==> src/rtl/pong_pkg.sv <==
// Shared pong constants and types.
//   PADDLE_HOME          : paddle rest row used while the ball is receding
//   LIM_*                : paddle centre travel limits per bat size (shared
//                          with the button-based paddle controller)
//   ai_state_t           : computer-opponent sequencing states
//   press_dir_t          : which (if any) virtual button is held
//   lim_hi / lim_lo      : limit selection by bat_size (1 = small bat)
package pong_pkg;

  localparam logic [9:0] PADDLE_HOME  = 10'd240;
  localparam logic [9:0] LIM_SMALL_LO = 10'd40;
  localparam logic [9:0] LIM_SMALL_HI = 10'd440;
  localparam logic [9:0] LIM_LARGE_LO = 10'd50;
  localparam logic [9:0] LIM_LARGE_HI = 10'd430;

  typedef enum logic [1:0] {
    ST_OFF   = 2'd0,
    ST_HOME  = 2'd1,
    ST_REACT = 2'd2,
    ST_TRACK = 2'd3
  } ai_state_t;

  // DOWN = increasing y (p2p held), UP = decreasing y (p2m held)
  typedef enum logic [1:0] {
    DIR_NONE = 2'd0,
    DIR_DOWN = 2'd1,
    DIR_UP   = 2'd2
  } press_dir_t;

  function automatic logic [9:0] lim_hi(input logic bat_size);
    return bat_size ? LIM_SMALL_HI : LIM_LARGE_HI;
  endfunction

  function automatic logic [9:0] lim_lo(input logic bat_size);
    return bat_size ? LIM_SMALL_LO : LIM_LARGE_LO;
  endfunction

endpackage

==> src/rtl/ai_press_arbiter.sv <==
// Press arbiter for the computer paddle: owns the held-button register.
//   clk, rst  : clock, asynchronous active-low reset
//   active    : press logic enabled (HOME/TRACK and staying there)
//   err       : target - paddle centre, 11-bit signed
//   p2_y      : paddle centre, for limit gating
//   bat_size  : selects travel limits (1 = small bat)
//   p2p, p2m  : registered active-low increase-y / decrease-y presses
module ai_press_arbiter
  import pong_pkg::*;
#(
  parameter int DEAD = 8
) (
  input  logic               clk,
  input  logic               rst,
  input  logic               active,
  input  logic signed [10:0] err,
  input  logic [9:0]         p2_y,
  input  logic               bat_size,
  output logic               p2p,
  output logic               p2m
);

  localparam logic signed [10:0] DEAD_S = 11'(DEAD);

  press_dir_t dir;
  press_dir_t dir_nxt;

  always_comb begin
    dir_nxt = dir;
    if (!active) begin
      dir_nxt = DIR_NONE;
    end else begin
      case (dir)
        DIR_NONE: begin
          if (err > DEAD_S)       dir_nxt = DIR_DOWN;
          else if (err < -DEAD_S) dir_nxt = DIR_UP;
        end
        // A held press drops to NONE when reached or overshot; a reversal
        // always passes through one NONE cycle before the opposite press.
        DIR_DOWN: if (err <= 11'sd0) dir_nxt = DIR_NONE;
        DIR_UP:   if (err >= 11'sd0) dir_nxt = DIR_NONE;
        default:  dir_nxt = DIR_NONE;
      endcase
      if (dir_nxt == DIR_DOWN && p2_y >= lim_hi(bat_size)) dir_nxt = DIR_NONE;
      if (dir_nxt == DIR_UP   && p2_y <= lim_lo(bat_size)) dir_nxt = DIR_NONE;
    end
  end

  always_ff @(posedge clk or negedge rst) begin
    if (!rst) begin
      dir <= DIR_NONE;
      p2p <= 1'b1;
      p2m <= 1'b1;
    end else begin
      dir <= dir_nxt;
      p2p <= !(dir_nxt == DIR_DOWN);
      p2m <= !(dir_nxt == DIR_UP);
    end
  end

endmodule

==> src/rtl/paddle_ai_driver.sv <==
// Computer opponent for the right-hand paddle. Emits active-low button
// levels for the paddle controller: returns home while the ball recedes,
// tracks the ball after a reaction delay while it approaches.
//   clk, rst     : clock, asynchronous active-low reset
//   enable       : 1 = AI drives, 0 = both buttons released
//   ball_y       : ball centre row
//   ball_toward  : ball moving toward this paddle
//   p2_y         : paddle centre fed back from the controller
//   bat_size     : 1 = small bat, 0 = large bat
//   p2p, p2m     : active-low increase-y / decrease-y presses (registered)
module paddle_ai_driver
  import pong_pkg::*;
#(
  parameter int REACT_CYCLES = 2_000_000,
  parameter int DEAD         = 8
) (
  input  logic       clk,
  input  logic       rst,
  input  logic       enable,
  input  logic [9:0] ball_y,
  input  logic       ball_toward,
  input  logic [9:0] p2_y,
  input  logic       bat_size,
  output logic       p2p,
  output logic       p2m
);

  localparam int CNT_W = (REACT_CYCLES > 1) ? $clog2(REACT_CYCLES) : 1;
  localparam logic [CNT_W-1:0] CNT_LOAD = CNT_W'(REACT_CYCLES - 1);

  ai_state_t          state;
  logic [CNT_W-1:0]   cnt;
  logic [9:0]         target;
  logic signed [10:0] err;
  logic               active;

  always_ff @(posedge clk or negedge rst) begin
    if (!rst) begin
      state <= ST_OFF;
      cnt   <= '0;
    end else if (!enable) begin
      state <= ST_OFF;
    end else begin
      case (state)
        ST_OFF: state <= ST_HOME;
        ST_HOME: begin
          if (ball_toward) begin
            state <= ST_REACT;
            cnt   <= CNT_LOAD;
          end
        end
        ST_REACT: begin
          // Ball turning away wins over the expiry of the delay.
          if (!ball_toward)   state <= ST_HOME;
          else if (cnt == '0) state <= ST_TRACK;
          else                cnt   <= cnt - 1'b1;
        end
        ST_TRACK: if (!ball_toward) state <= ST_HOME;
        default:  state <= ST_OFF;
      endcase
    end
  end

  assign target = (state == ST_TRACK) ? ball_y : PADDLE_HOME;
  // Widened before subtracting so the full +/-1023 range survives.
  assign err    = $signed({1'b0, target}) - $signed({1'b0, p2_y});

  // Presses only while staying in a pressing state; the edge that leaves
  // HOME for REACT or any edge with enable low clears the press.
  assign active = enable &&
                  ((state == ST_TRACK) || (state == ST_HOME && !ball_toward));

  ai_press_arbiter #(
    .DEAD (DEAD)
  ) u_arb (
    .clk      (clk),
    .rst      (rst),
    .active   (active),
    .err      (err),
    .p2_y     (p2_y),
    .bat_size (bat_size),
    .p2p      (p2p),
    .p2m      (p2m)
  );

endmodule

==> config.mk <==
export PLATFORM = sky130hd
export DESIGN_NAME = paddle_ai_driver
export DESIGN_NICKNAME = d
export VERILOG_FILES = /design/src/rtl/pong_pkg.sv /design/src/rtl/ai_press_arbiter.sv /design/src/rtl/paddle_ai_driver.sv
export SDC_FILE = /design/constraint.sdc
export NUM_CORES = 1
export LEC_CHECK = 0
export CORE_AREA = 2 2 63 65
export DETAILED_ROUTE_END_ITERATION = 12
export DIE_AREA = 0 0 65 67
export MAX_ROUTING_LAYER = met4
export PLACE_DENSITY = 0.84
export RECOVER_POWER = 100
export SLEW_MARGIN = 20
export SYNTH_ARGS = -nofsm -noshare
export SYNTH_HDL_FRONTEND = slang
export SYNTH_SLANG_ARGS = --single-unit
==> constraint.sdc <==
create_clock -name clk -period 4.06 [get_ports clk]
set_input_delay 0.812 -clock clk [delete_from_list [all_inputs] [get_ports clk]]
set_output_delay 0.812 -clock clk [all_outputs]
set_load 0.02 [all_outputs]
# Word level (Yosys, flattened, before mapping)
# Index checks and enable logic that the tools add are counted.
dict set report op_classes {
  n_eq_ne 15
  n_lt_le_gt_ge 6
  reduce_logical 14
  add_sub_neg 2
  muxes 23
}
# cell count
set op_table {}
lappend op_table {{$mux 21} 3}
lappend op_table {{$pmux 21 s2} 1}
lappend op_table {{$mux 2} 14}
lappend op_table {{$logic_not 21->1} 1}
lappend op_table {{$sub 21x1->21 const B} 1}
lappend op_table {{$ge 11x1->1 const B} 1}
lappend op_table {{$gt 11x5->1 const B} 1}
lappend op_table {{$le 11x1->1 const B} 1}
lappend op_table {{$lt 11x4->1 const B} 1}
lappend op_table {{$sub 10x10->11} 1}
lappend op_table {{$eq 2x2->1 const B} 5}
lappend op_table {{$ge 10x10->1} 1}
lappend op_table {{$le 10x10->1} 1}
lappend op_table {{$mux 10} 1}
lappend op_table {{$mux 5} 2}
lappend op_table {{$eq 2x1->1 const B} 4}
lappend op_table {{$pmux 2 s4} 1}
lappend op_table {{$ne 2x2->1 const B} 3}
lappend op_table {{$ne 3x3->1 const B} 2}
lappend op_table {{$pmux 2 s3} 1}
lappend op_table {{$reduce_and 5->1} 1}
lappend op_table {{$logic_and 1x1->1} 4}
lappend op_table {{$logic_not 2->1} 2}
lappend op_table {{$ne 4x4->1 const B} 1}
lappend op_table {{4 further kinds} 6}
dict set report word_totals {
  output_inout_bits 2
  word_cells 65
  reg_bits 27
  inputBits 25
}

# Depth between registers and ports, before layout
# Gate-level depths: netlist (run 1).
dict set report depth {
  word_depth 18
  depth_mapped 11
  depth_no_buf 10
}

# Cells and area by module
# Synthesis (run 1) repeated with hierarchy kept, for this count alone.
dict set report hier_totals {
  hier_cells 262
  hier_area_um2 2263.4
}
# mod seq_area_each_um2 area_per_inst_um2 instances cells_per_inst
set by_module_without_submodules {}
lappend by_module_without_submodules {paddle_ai_driver 575.6 1904.3 1 221}
lappend by_module_without_submodules {ai_press_arbiter 102.6 359.1 1 41}

# Worst setup path after synthesis (run 1)
# OpenSTA, ideal clock, no wires.
dict set report synth_timing {
  path_kind {flip-flop to flip-flop}
  from {register state[0]}
  to {register u_arb.dir[0]}
  slack_ns 1.435
  setup_ns 0.119
  path_buffers 1
  required_time_ns 3.941
  synth_period_minus_slack_ns 2.625
  stages_incl_launch_ff 11
  arrival_time_ns 2.506
  cell_sequence {dfrtp_1 > ha_1 > clkbuf_1 > and2_1 > ha_1 > or3_1 > o21a_1 > a41oi_2 > and4b_1 > o22ai_1 > and2_1}
}
dict set report synth_between {
  elab_chain_cells 16
  word_cells_on_any_way 25
  cone_classes {add/sub: 1; order compare: 4; eq/ne: 4; mux: 11; reduce/logical: 5}
}
# element line_no
set synth_lines {}
lappend synth_lines {{start, declared} paddle_ai_driver.sv:31} ;# ai_state_t state;
lappend synth_lines {{start signal, assigned} paddle_ai_driver.sv:39} ;# state <= ST_OFF;
lappend synth_lines {{start signal, assigned} paddle_ai_driver.sv:42} ;# state <= ST_OFF;
lappend synth_lines {{start signal, assigned} paddle_ai_driver.sv:45} ;# ST_OFF: state <= ST_HOME;
lappend synth_lines {{$eq 2x2->1} {paddle_ai_driver.sv:64, paddle_ai_driver.sv:71}}
lappend synth_lines {{$mux 10} paddle_ai_driver.sv:64} ;# assign target = (state == ST_TRACK) ? ball_y : PADDLE_HOME;
lappend synth_lines {{$sub 10x10->11} paddle_ai_driver.sv:66} ;# assign err = $signed({1'b0, target}) - $signed({1'b0, p2_y});
lappend synth_lines {{$lt 11x4->1} ai_press_arbiter.sv:36} ;# else if (err < -DEAD_S) dir_nxt = DIR_UP;
lappend synth_lines {{$mux 2} ai_press_arbiter.sv:36}
lappend synth_lines {{$mux 2} ai_press_arbiter.sv:35} ;# if (err > DEAD_S) dir_nxt = DIR_DOWN;
lappend synth_lines {{$pmux 2 s3} ai_press_arbiter.sv:33} ;# case (dir)
lappend synth_lines {{$mux 2} ai_press_arbiter.sv:30} ;# if (!active) begin
lappend synth_lines {{$eq 2x1->1} ai_press_arbiter.sv:44} ;# if (dir_nxt == DIR_DOWN && p2_y >= lim_hi(bat_size)) dir_nxt = DIR_NONE;
lappend synth_lines {{$logic_and 1x1->1} ai_press_arbiter.sv:44}
lappend synth_lines {{$mux 2} ai_press_arbiter.sv:44}
lappend synth_lines {{$mux 2} ai_press_arbiter.sv:30}
lappend synth_lines {{$eq 2x2->1} ai_press_arbiter.sv:45} ;# if (dir_nxt == DIR_UP && p2_y <= lim_lo(bat_size)) dir_nxt = DIR_NONE;
lappend synth_lines {{$logic_and 1x1->1} ai_press_arbiter.sv:45}
lappend synth_lines {{$mux 2} ai_press_arbiter.sv:45}
lappend synth_lines {{$mux 2 (*)} ai_press_arbiter.sv:30}
lappend synth_lines {{net u_arb.dir_nxt[0]} ai_press_arbiter.sv:26} ;# press_dir_t dir_nxt;
lappend synth_lines {{end signal, assigned} ai_press_arbiter.sv:55} ;# dir <= dir_nxt;
lappend synth_lines {{end, declared} ai_press_arbiter.sv:25} ;# press_dir_t dir;
# Mark *: on every way through the listed nets, which the timed path passes. The rest lies on a longest branch. The select of a mux whose other input is x is not followed.
# A chain may end at the register's enable or synchronous reset.

# Final worst setup path (run 1)
dict set report layout_timing {
  from {input port ball_toward}
  to {register cnt[16]}
}
dict set report layout_between {
  elab_chain_cells 2
  word_cells_on_any_way 3
  cone_classes {eq/ne: 2; reduce/logical: 1}
}
# element line_no
set layout_lines {}
lappend layout_lines {{start, declared} paddle_ai_driver.sv:21} ;# input logic ball_toward,
lappend layout_lines {{$ne 2x2->1 (no line)} --}
lappend layout_lines {{$reduce_and 5->1 (no line) (*)} --}
lappend layout_lines {{end signal, assigned} paddle_ai_driver.sv:56} ;# else cnt <= cnt - 1'b1;
lappend layout_lines {{end, declared} paddle_ai_driver.sv:32} ;# logic [CNT_W-1:0] cnt;
# Mark *: on every way between the ends. The rest lies on a longest branch, timed or not.

==> summary by stage, run 1 <==
Hold path
The worst min-delay path category is register to register. Counting instances, the worst hold path has a depth of 1. The startpoint of the tightest hold check path is cnt[0]$_DFFE_PN0P_. For hold timing, the worst endpoint is cnt[0]$_DFFE_PN0P_.

Timing
Setup repair after global routing left no endpoint under its margin. Headroom to the max-slew limit came out at 7.183%. The summed negative setup slack over all endpoints is 0 ps. The number of pins exceeding their max-slew limit in the final report is 0. The slew at the pin with the worst max-slew slack is 1392 ps. The setup skew after layout is 5.600 ps. Static timing analysis puts the maximum clock frequency at 317.8 MHz. The final number of setup-violating endpoints is 0. The count of final hold-check violations is 0. The shortest clock period the worst path allows after layout is 3147 ps.

The final worst-path setup slack is 913.2 ps. Final hold analysis gives a worst-case slack of 519.8 ps. The worst path uses 77.51% of the clock period.

Clock tree
Buffers inserted to repair hold after CTS numbered 0. The tree is rooted in a sky130_fd_sc_hd__clkbuf_8. No sink is reached through more buffers than the 2 on the longest clock path.

The clock latency on the worst-skew pair is 280 ps. Gates resized during post-CTS repair numbered 0. The depth of the CTS H-tree is 1.

For this design, the sink count on the clock tree is 27. The number of setup buffers added after CTS is 0. The post-CTS clock slew at the launch and capture registers of the worst setup and hold paths is 90 ps.

The number of clock buffers inserted by TritonCTS is 3. The CTS tree is built.

Yosys
The number of nets handed over by synthesis was 290. The average instance in the mapped netlist occupies 8.662 sq um. Yosys printed 0 warnings. The cell with the most instances after synthesis is sky130_fd_sc_hd__nor2_1. Ranked by instance count, the synthesized netlist is headed by 28 x sky130_fd_sc_hd__nor2_1, 25 x sky130_fd_sc_hd__dfrtp_1, 19 x sky130_fd_sc_hd__ha_1, 19 x sky130_fd_sc_hd__nand2_1, 16 x sky130_fd_sc_hd__inv_1. By area the synthesized netlist is led by sky130_fd_sc_hd__dfrtp_1 29%, sky130_fd_sc_hd__ha_1 11%, sky130_fd_sc_hd__nor2_1 4.9%.

The post-synthesis instance area is 2131 sq um. The share of async-settable or async-resettable flops after synthesis is 100.0%. For this run, the register share of the synthesized area comes to 31.83%. The number of instances in the synthesized netlist is 246.

The flip-flop cell with the highest count after synthesis is sky130_fd_sc_hd__dfrtp_1. The flop and latch count out of synthesis is 27. After synthesis, the netlist uses 52 different library cells. The area fraction of the dominant cell type after synthesis is 29.36%. sky130_fd_sc_hd__dfrtp_1 takes more of the synthesized area than any other cell. The number of enable flip-flop cells after synthesis is 0.

Power
The clock network fraction of total power is 27.5%. The total power divided by cell area is 230.6 nW/um^2. The combinational cell fraction of total power is 21.6%.

The maximum vdd ir drop is 0.1214 mV. Net switching is 27.89% of the power. The leakage dissipation is 0.9941 nW. The sequential fraction of design power is 50.9%. The internal power component is 0.4068 mW. The net switching power figure is 0.1573 mW.

Floorplan
The floorplan step defined a core boundary enclosing 3606 sq um. The initial utilization of the core area, before any placement, comes to 59.09%. The die covers 4355 sq um.

The width of the die is 65 microns. The overall die height is 67 microns. The number of top-level pins is 27. The floorplan row count is 22.

Finish
In the final layout, the multi-input gates occupy 1324 sq um. The area growth from synthesis to layout is 14.80%. The share of final-layout standard cells stronger than drive strength 1 is 3.273%. The sequential cells in the finished layout cover a total of 678.2 sq um. The diode insertion count for antenna repair is 0. The net count reported at finish is 320. The layout has 300 filler cells.

Worst setup path
In this run the register-to-register setup slack is 950 ps. The largest individual stage delay along the critical path comes from the cell sky130_fd_sc_hd__dlygate4sd3_1. The largest single stage delay on the critical path is 660 ps.

Data on the critical path arrives at its endpoint at 3320 ps. The top fanout value on the critical path is 12. The sort of element at the end of the critical path is a register.

The startpoint identified for the worst register-to-register timing path is state[0]$_DFFE_PN0P_. The worst setup path is launched from an input port. The worst path required time is 4230 ps. The capturing point of the worst reg2reg path is u_arb.dir[0]$_DFF_PN0_. Counting cells, the worst reg-to-reg path comes to 10. The type of the worst setup path is input port to register. The critical path goes through dlygate4sd3_1 > nand4b_1 > clkbuf_1 > and2_0 > nand4bb_1 > a21oi_1 > nor2b_1 > xnor2_1 > nor2_1.

Route
The detailed-routing iteration count for the pre-antenna-repair pass is 4. Once detail routing completed, the nets flagged for antenna violations numbered 0. The routed layout has 1862 vias. The residual DRC count is 0. The wire length per cell is 13.91 microns. Dividing the detail-routed via count by the number of cells gives 5.765. The first routing iteration left 161 violations. The post-detailed-routing wire length is 4.492 mm.

Job
Max-cap violations in this run came to 0.

Placement
At the end of routability-driven placement, the weighted congestion stood at 0.8621. The placed wire-length estimate after detailed placement is 3.542 mm. The count of buffers inserted at the top-level ports is 26. Timing analysis after detailed placement gives a worst setup slack of 836.0 ps.

GRT
The remaining global-route overflow is 0. Global routing used 24.65% of the available tracks across all layers. The initial antenna violation count was 0.

The first global-routing pass estimated 8.155 mm of wire. The maximum number of pins on one net before global-route repair is 28. The number of global-route vias before repair was 1943.

Outcome
The run finished with clean final reports.
[critical path, delay by kind of cell]
family / cells / cell delay [ps]
compound gates: 1 / 530
simple gates: 5 / 890
buf+inv: 2 / 940
xor+xnor: 1 / 140
[how the worst max path moves through the flow]
stage / startpoint / endpoint / slack [ps]
after global routing: p2_y[2] / u_arb.dir[0]$_DFF_PN0_ / 710
final: ball_toward / cnt[16]$_DFFE_PN0P_ / 910
after CTS: p2_y[2] / u_arb.dir[0]$_DFF_PN0_ / 1140
after floorplan: state[0]$_DFFE_PN0P_ / u_arb.dir[0]$_DFF_PN0_ / 1440
after global placement: p2_y[4] / u_arb.dir[0]$_DFF_PN0_ / 930
after detailed placement: p2_y[4] / u_arb.dir[0]$_DFF_PN0_ / 840
[per-layer routing]
metal  part of all wire [%]  wire (microns)  track usage (%)
met5                      0               0                -
met4                    2.7             121            10.37
met3                    4.3             192            2.872
met2                     51            2269            44.72
met1                     42            1908            27.48
[cell usage in the layout (no fill, tap or decap), types with 2 or more instances in the layout]
cell type and n:
sky130_fd_sc_hd__clkbuf_8 3, sky130_fd_sc_hd__a31oi_1 2, sky130_fd_sc_hd__nand2_1 19, sky130_fd_sc_hd__xnor2_1 9, sky130_fd_sc_hd__dfrtp_1 25, sky130_fd_sc_hd__nand3_1 8
sky130_fd_sc_hd__ha_1 19, sky130_fd_sc_hd__o21ai_1 8, sky130_fd_sc_hd__nand2b_1 8, sky130_fd_sc_hd__nor4_1 7, sky130_fd_sc_hd__xor2_1 10, sky130_fd_sc_hd__o211ai_1 5
sky130_fd_sc_hd__dfstp_2 2, sky130_fd_sc_hd__nor2_1 28, sky130_fd_sc_hd__clkbuf_1 2, sky130_fd_sc_hd__or3_1 5, sky130_fd_sc_hd__nor3_1 6, sky130_fd_sc_hd__nor2b_1 4
sky130_fd_sc_hd__a21oi_1 14, sky130_fd_sc_hd__dlygate4sd3_1 4, sky130_fd_sc_hd__clkdlybuf4s50_1 22, sky130_fd_sc_hd__nor3b_1 2, sky130_fd_sc_hd__inv_1 16, sky130_fd_sc_hd__and2_1 7
sky130_fd_sc_hd__nand4bb_1 2, sky130_fd_sc_hd__and2_0 3, sky130_fd_sc_hd__o21ai_0 8, sky130_fd_sc_hd__and3_1 2
[sequential cells by signal, summed over array words and instances (netlist names)]
signal,cells
cnt,21
state,2
u_arb.dir,2
u_arb.p2m,1
u_arb.p2p,1
[final cells by class]
| class | instances | share of cell area [%] |
|---|---|---|
| repair buffers | 29 | 11.25 |
| well taps | 48 | 2.455 |
| clock buffers | 3 | 1.688 |
| multi-input cells | 199 | 54.12 |
| inverters | 16 | 2.455 |
| clock inverters | 1 | 0.3069 |
| flip-flops and latches | 27 | 27.72 |
[logic make-up after synthesis]
logic type	after synthesis	share of synthesized area [%]
AND/OR/NAND/NOR	109	28.54
AO/OA/AOI/OAI	50	15.86
flip-flops	27	31.83
buffers and inverters	20	3.876
adder cells (fa/ha/maj)	20	11.63
XOR/XNOR	19	7.810
multiplexers	1	0.4698
[through the flow]
step / util [%] / std cells / instance area (sq um) / power, mW
after CTS: 69.33 / 323 / 2500 / 0.5716
after global routing: 67.83 / 323 / 2446 / 0.5963
after detailed placement: 67.97 / 319 / 2451 / 0.4167
after floorplan: - / 246 / 2131 / 0.3633
final: 67.83 / 323 / 2446 / 0.5641
after global placement: 67.97 / 319 / 2451 / 0.4119
[power groups by stage]
stage	registers [mW]	clock network (mW)	logic, mW
3_3_place_gp	0.291	0	0.120
6_report	0.287	0.155	0.122
5_1_grt	0.288	0.171	0.137
4_1_cts	0.287	0.160	0.125
2_1_floorplan	0.291	0	0.0725
3_5_place_dp	0.292	0	0.124
Note: power is estimated with default switching activity, not from simulation.
==> inputs of run 2 (changes only) <==
--- a/config.mk
+++ b/config.mk
@@ -5,11 +5,11 @@
 export SDC_FILE = /design/constraint.sdc
 export NUM_CORES = 1
 export LEC_CHECK = 0
-export CORE_AREA = 2 2 63 65
+export CORE_AREA = 2 2 65 67
 export DETAILED_ROUTE_END_ITERATION = 12
-export DIE_AREA = 0 0 65 67
+export DIE_AREA = 0 0 67 69
 export MAX_ROUTING_LAYER = met4
-export PLACE_DENSITY = 0.84
+export PLACE_DENSITY = 0.8
 export RECOVER_POWER = 100
 export SLEW_MARGIN = 20
 export SYNTH_ARGS = -nofsm -noshare
==> constraint.sdc (replaced) <==
create_clock -name clk -period 3.1 [get_ports clk]
set_input_delay 0.62 -clock clk [delete_from_list [all_inputs] [get_ports clk]]
set_output_delay 0.62 -clock clk [all_outputs]
set_load 0.02 [all_outputs]
==> run 2 against run 1 <==
  * Register-to-register slack worse by 700 ps
  * Global-route usage is 4.5 points lower
  * Critical path depth stayed put
  * Sequential cell count stayed put
  * Largest cell class unchanged
  * Worst hold slack better by 19 ps
==> summary by stage, run 2 (synthesis gave the netlist of run 1 again) <==
Clock tree
The count of cells resized by post-cts repair is 0. Clock-pin slew was measured on the worst setup and hold paths at 90 ps. TritonCTS built the clock tree. TritonCTS created 3 clock buffers. The maximum buffer depth of the clock tree is 2. CTS saw 27 sinks.

The number of hold buffers added after CTS was 0. For the worst-skew pair, the clock arrives at the later sink with an insertion delay of 270 ps. The depth of the CTS H-tree is 1. After clock tree synthesis, the setup repair step added 0 buffers.

The cell at the root of the clock tree is sky130_fd_sc_hd__clkbuf_8.

Worst setup path
The most critical setup path has its endpoint at u_arb.dir[0]$_DFF_PN0_. STA classifies the critical path startpoint as a register. The worst register-to-register path ends at u_arb.dir[0]$_DFF_PN0_. The origin of the critical flop-to-flop path is state[0]$_DFFE_PN0P_. For flop-to-flop paths, the worst setup slack is 250 ps. The worst setup path is captured at a register.

STA puts the critical path data required time at 3270 ps. The top fanout value on the critical path is 14. The worst-case reg-to-reg path depth is 9. The worst endpoint data arrival time is 3020 ps. The setup path with the least slack is of type register to register. The most critical setup path has its startpoint at state[0]$_DFFE_PN0P_.

Outcome
The run finished with clean final reports.

Route
The detail route stage leaves a number of antenna-violating nets equal to 0. The first TritonRoute pass finished after 4 iterations. The post-route met1 wirelength is 1.936 mm. The post-detailed-routing wire length is 4.126 mm. In the final routed layout, each cell accounts on average for 12.70 microns. The detailed route wirelength on metal2 is 2.018 mm. The uppermost layer routed is met4.

In the routed design, unresolved DRC markers number 0. Using the TritonRoute via totals, the vias-per-cell ratio works out to 5.535. The routed design uses 112 microns of met3 wire. The starting DRC count in detailed routing is 93.

Detailed routing inserted a total of 1799 vias.

Timing
Derived from the worst setup path, the maximum achievable clock frequency is 351.1 MHz. The count of final hold-check violations came to 0. The final number of setup-violating endpoints is 0. Between clock sinks in the finished design, the worst skew comes to 6.265 ps.

Setup repair after global routing left no endpoint under its margin. The number of pins exceeding their max-slew limit in the final report is 0. In the final timing run, aggregate negative setup slack is 0 ps.

The worst path uses 91.88% of the clock period. The slew at the pin with the worst max-slew slack is 1437 ps. The headroom to the max-slew limit is 4.189%. Hold is met by 538.8 ps. The shortest clock period the worst path allows after layout is 2848 ps.

Finish
Compared with the post-synthesis result, the final layout area differs by 15.33%. Leaving out fill and tap cells, the most frequent cell in the layout is sky130_fd_sc_hd__nor2_1. The library cells used most frequently in the layout, excluding fill and tap cells, are 28 x sky130_fd_sc_hd__nor2_1, 25 x sky130_fd_sc_hd__dfrtp_1, 22 x sky130_fd_sc_hd__clkdlybuf4s50_1. Counting flops per register, the top entry is cnt. The net count reported at finish is 320. The number of filler cells placed in the layout is 349. The final cell count without fillers is 325. The register with the most flip-flops in the layout has 21 of them.

In the final layout, the share of cells above drive strength 1 is 4.727%. The largest registers in the layout are cnt (21), state (2), u_arb.dir (2). The final standard cell utilization of the core is 62.79%. 0 antenna diodes ended up in the layout.

GRT
Global routing used 20.11% of the available tracks. The number of global-route vias before repair is 1728. The remaining global-route overflow is 0. The first-pass GRT wire length is 7.327 mm. The initial antenna violation count is 0. The maximum number of pins on one net before global-route repair is 28.

Floorplan
During I/O placement, the number of pins put on the boundary was 27. From bottom edge to top edge, the die measures 69 microns. The floorplan row count is 23. The starting density of the core is 54.44%. The floorplan step defined a core boundary enclosing 3914 sq um. The die covers 4623 sq um. The floorplan step set the die width to 67 microns.

Placement
Routability-driven placement finished with a final weighted congestion of 0.8751. The number of cells after detailed placement is 321. The placed wire-length estimate after detailed placement is 3.267 mm. Port buffering added 26 buffers.

Power
Net switching is 27.50% of the power. The internal power component is 0.5322 mW. VDD sags by at most 0.1820 mV.

Combinational logic burns 21.5% of the power. The overall power of the completed layout is 0.7340 mW. The clock network fraction of total power is 27.4%. The total power divided by cell area is 298.7 nW/um^2. The net switching power figure is 0.2018 mW. Of the total power, registers draw 51.1%. The leakage dissipation is 1.002 nW.

Hold path
The worst min-delay path category is register to register.

Job
Across the run, the number of max-cap violations was 0.
[run 2: cell types whose count changed in the layout (fill, tap and decap cells not counted), sizes merged]
| cell | change |
|---|---|
| clkinvlp | -1 |
| buf | +1 |
| clkbuf | -1 |
| clkinv | +1 |
[run 2: power groups by stage]
stage | clock network, mW | registers, mW | logic [mW]
detailed placement | 0 | 0.382 | 0.160
CTS | 0.200 | 0.376 | 0.161
finish | 0.201 | 0.375 | 0.158
global placement | 0 | 0.382 | 0.158
global route | 0.216 | 0.377 | 0.180
floorplan | 0 | 0.381 | 0.0949
[run 2: how the worst min path moves through the flow]
stage / from / end / slack [ps] / cells after the start
2_1_floorplan: rst / cnt[0]$_DFFE_PN0P_ / 320 / 0
3_3_place_gp: cnt[0]$_DFFE_PN0P_ / cnt[0]$_DFFE_PN0P_ / 500 / 1
3_5_place_dp: cnt[0]$_DFFE_PN0P_ / cnt[0]$_DFFE_PN0P_ / 520 / 1
4_1_cts: cnt[0]$_DFFE_PN0P_ / cnt[0]$_DFFE_PN0P_ / 530 / 1
5_1_grt: cnt[19]$_DFFE_PN0P_ / cnt[19]$_DFFE_PN0P_ / 560 / 2
6_report: cnt[0]$_DFFE_PN0P_ / cnt[0]$_DFFE_PN0P_ / 540 / 1
[run 2: layout make-up]
| type | instances | area, sq um | share of cell area (%) |
|---|---|---|---|
| multi-input cells | 199 | 1331 | 54.18 |
| well taps | 50 | 62.56 | 2.546 |
| clock inverters | 1 | 5.005 | 0.2037 |
| repair buffers | 29 | 279.0 | 11.35 |
| clock buffers | 3 | 41.29 | 1.680 |
| inverters | 16 | 60.06 | 2.444 |
| flip-flops and latches | 27 | 678.2 | 27.60 |
[run 2: metal layers]
metal | up-vias | GRT usage [%]
met3 | 6 | 2.121
met1 | 822 | 24.72
met2 | 36 | 34.21
met4 | 0 | 5.896
li1 | 935 | -
met5 | - | -
[run 2: per-stage QoR]
| stage | instance area, sq um | setup WS, ps |
|---|---|---|
| after floorplan | 2131 | 475.3 |
| after global placement | 2454 | 154.4 |
| after detailed placement | 2454 | 75.44 |
| after CTS | 2500 | 254.1 |
| after global routing | 2457 | 3.068 |
| final | 2457 | 251.7 |
[run 2: worst max-delay path, stage by stage, from the launching register on]
cell	delay, ps
sky130_fd_sc_hd__dfrtp_1	430
sky130_fd_sc_hd__ha_1	370
sky130_fd_sc_hd__and2_1	240
sky130_fd_sc_hd__ha_1	240
sky130_fd_sc_hd__or3_1	410
sky130_fd_sc_hd__o21a_1	240
sky130_fd_sc_hd__a41oi_2	320
sky130_fd_sc_hd__and4b_1	250
sky130_fd_sc_hd__o22ai_1	90
sky130_fd_sc_hd__and2_0	170
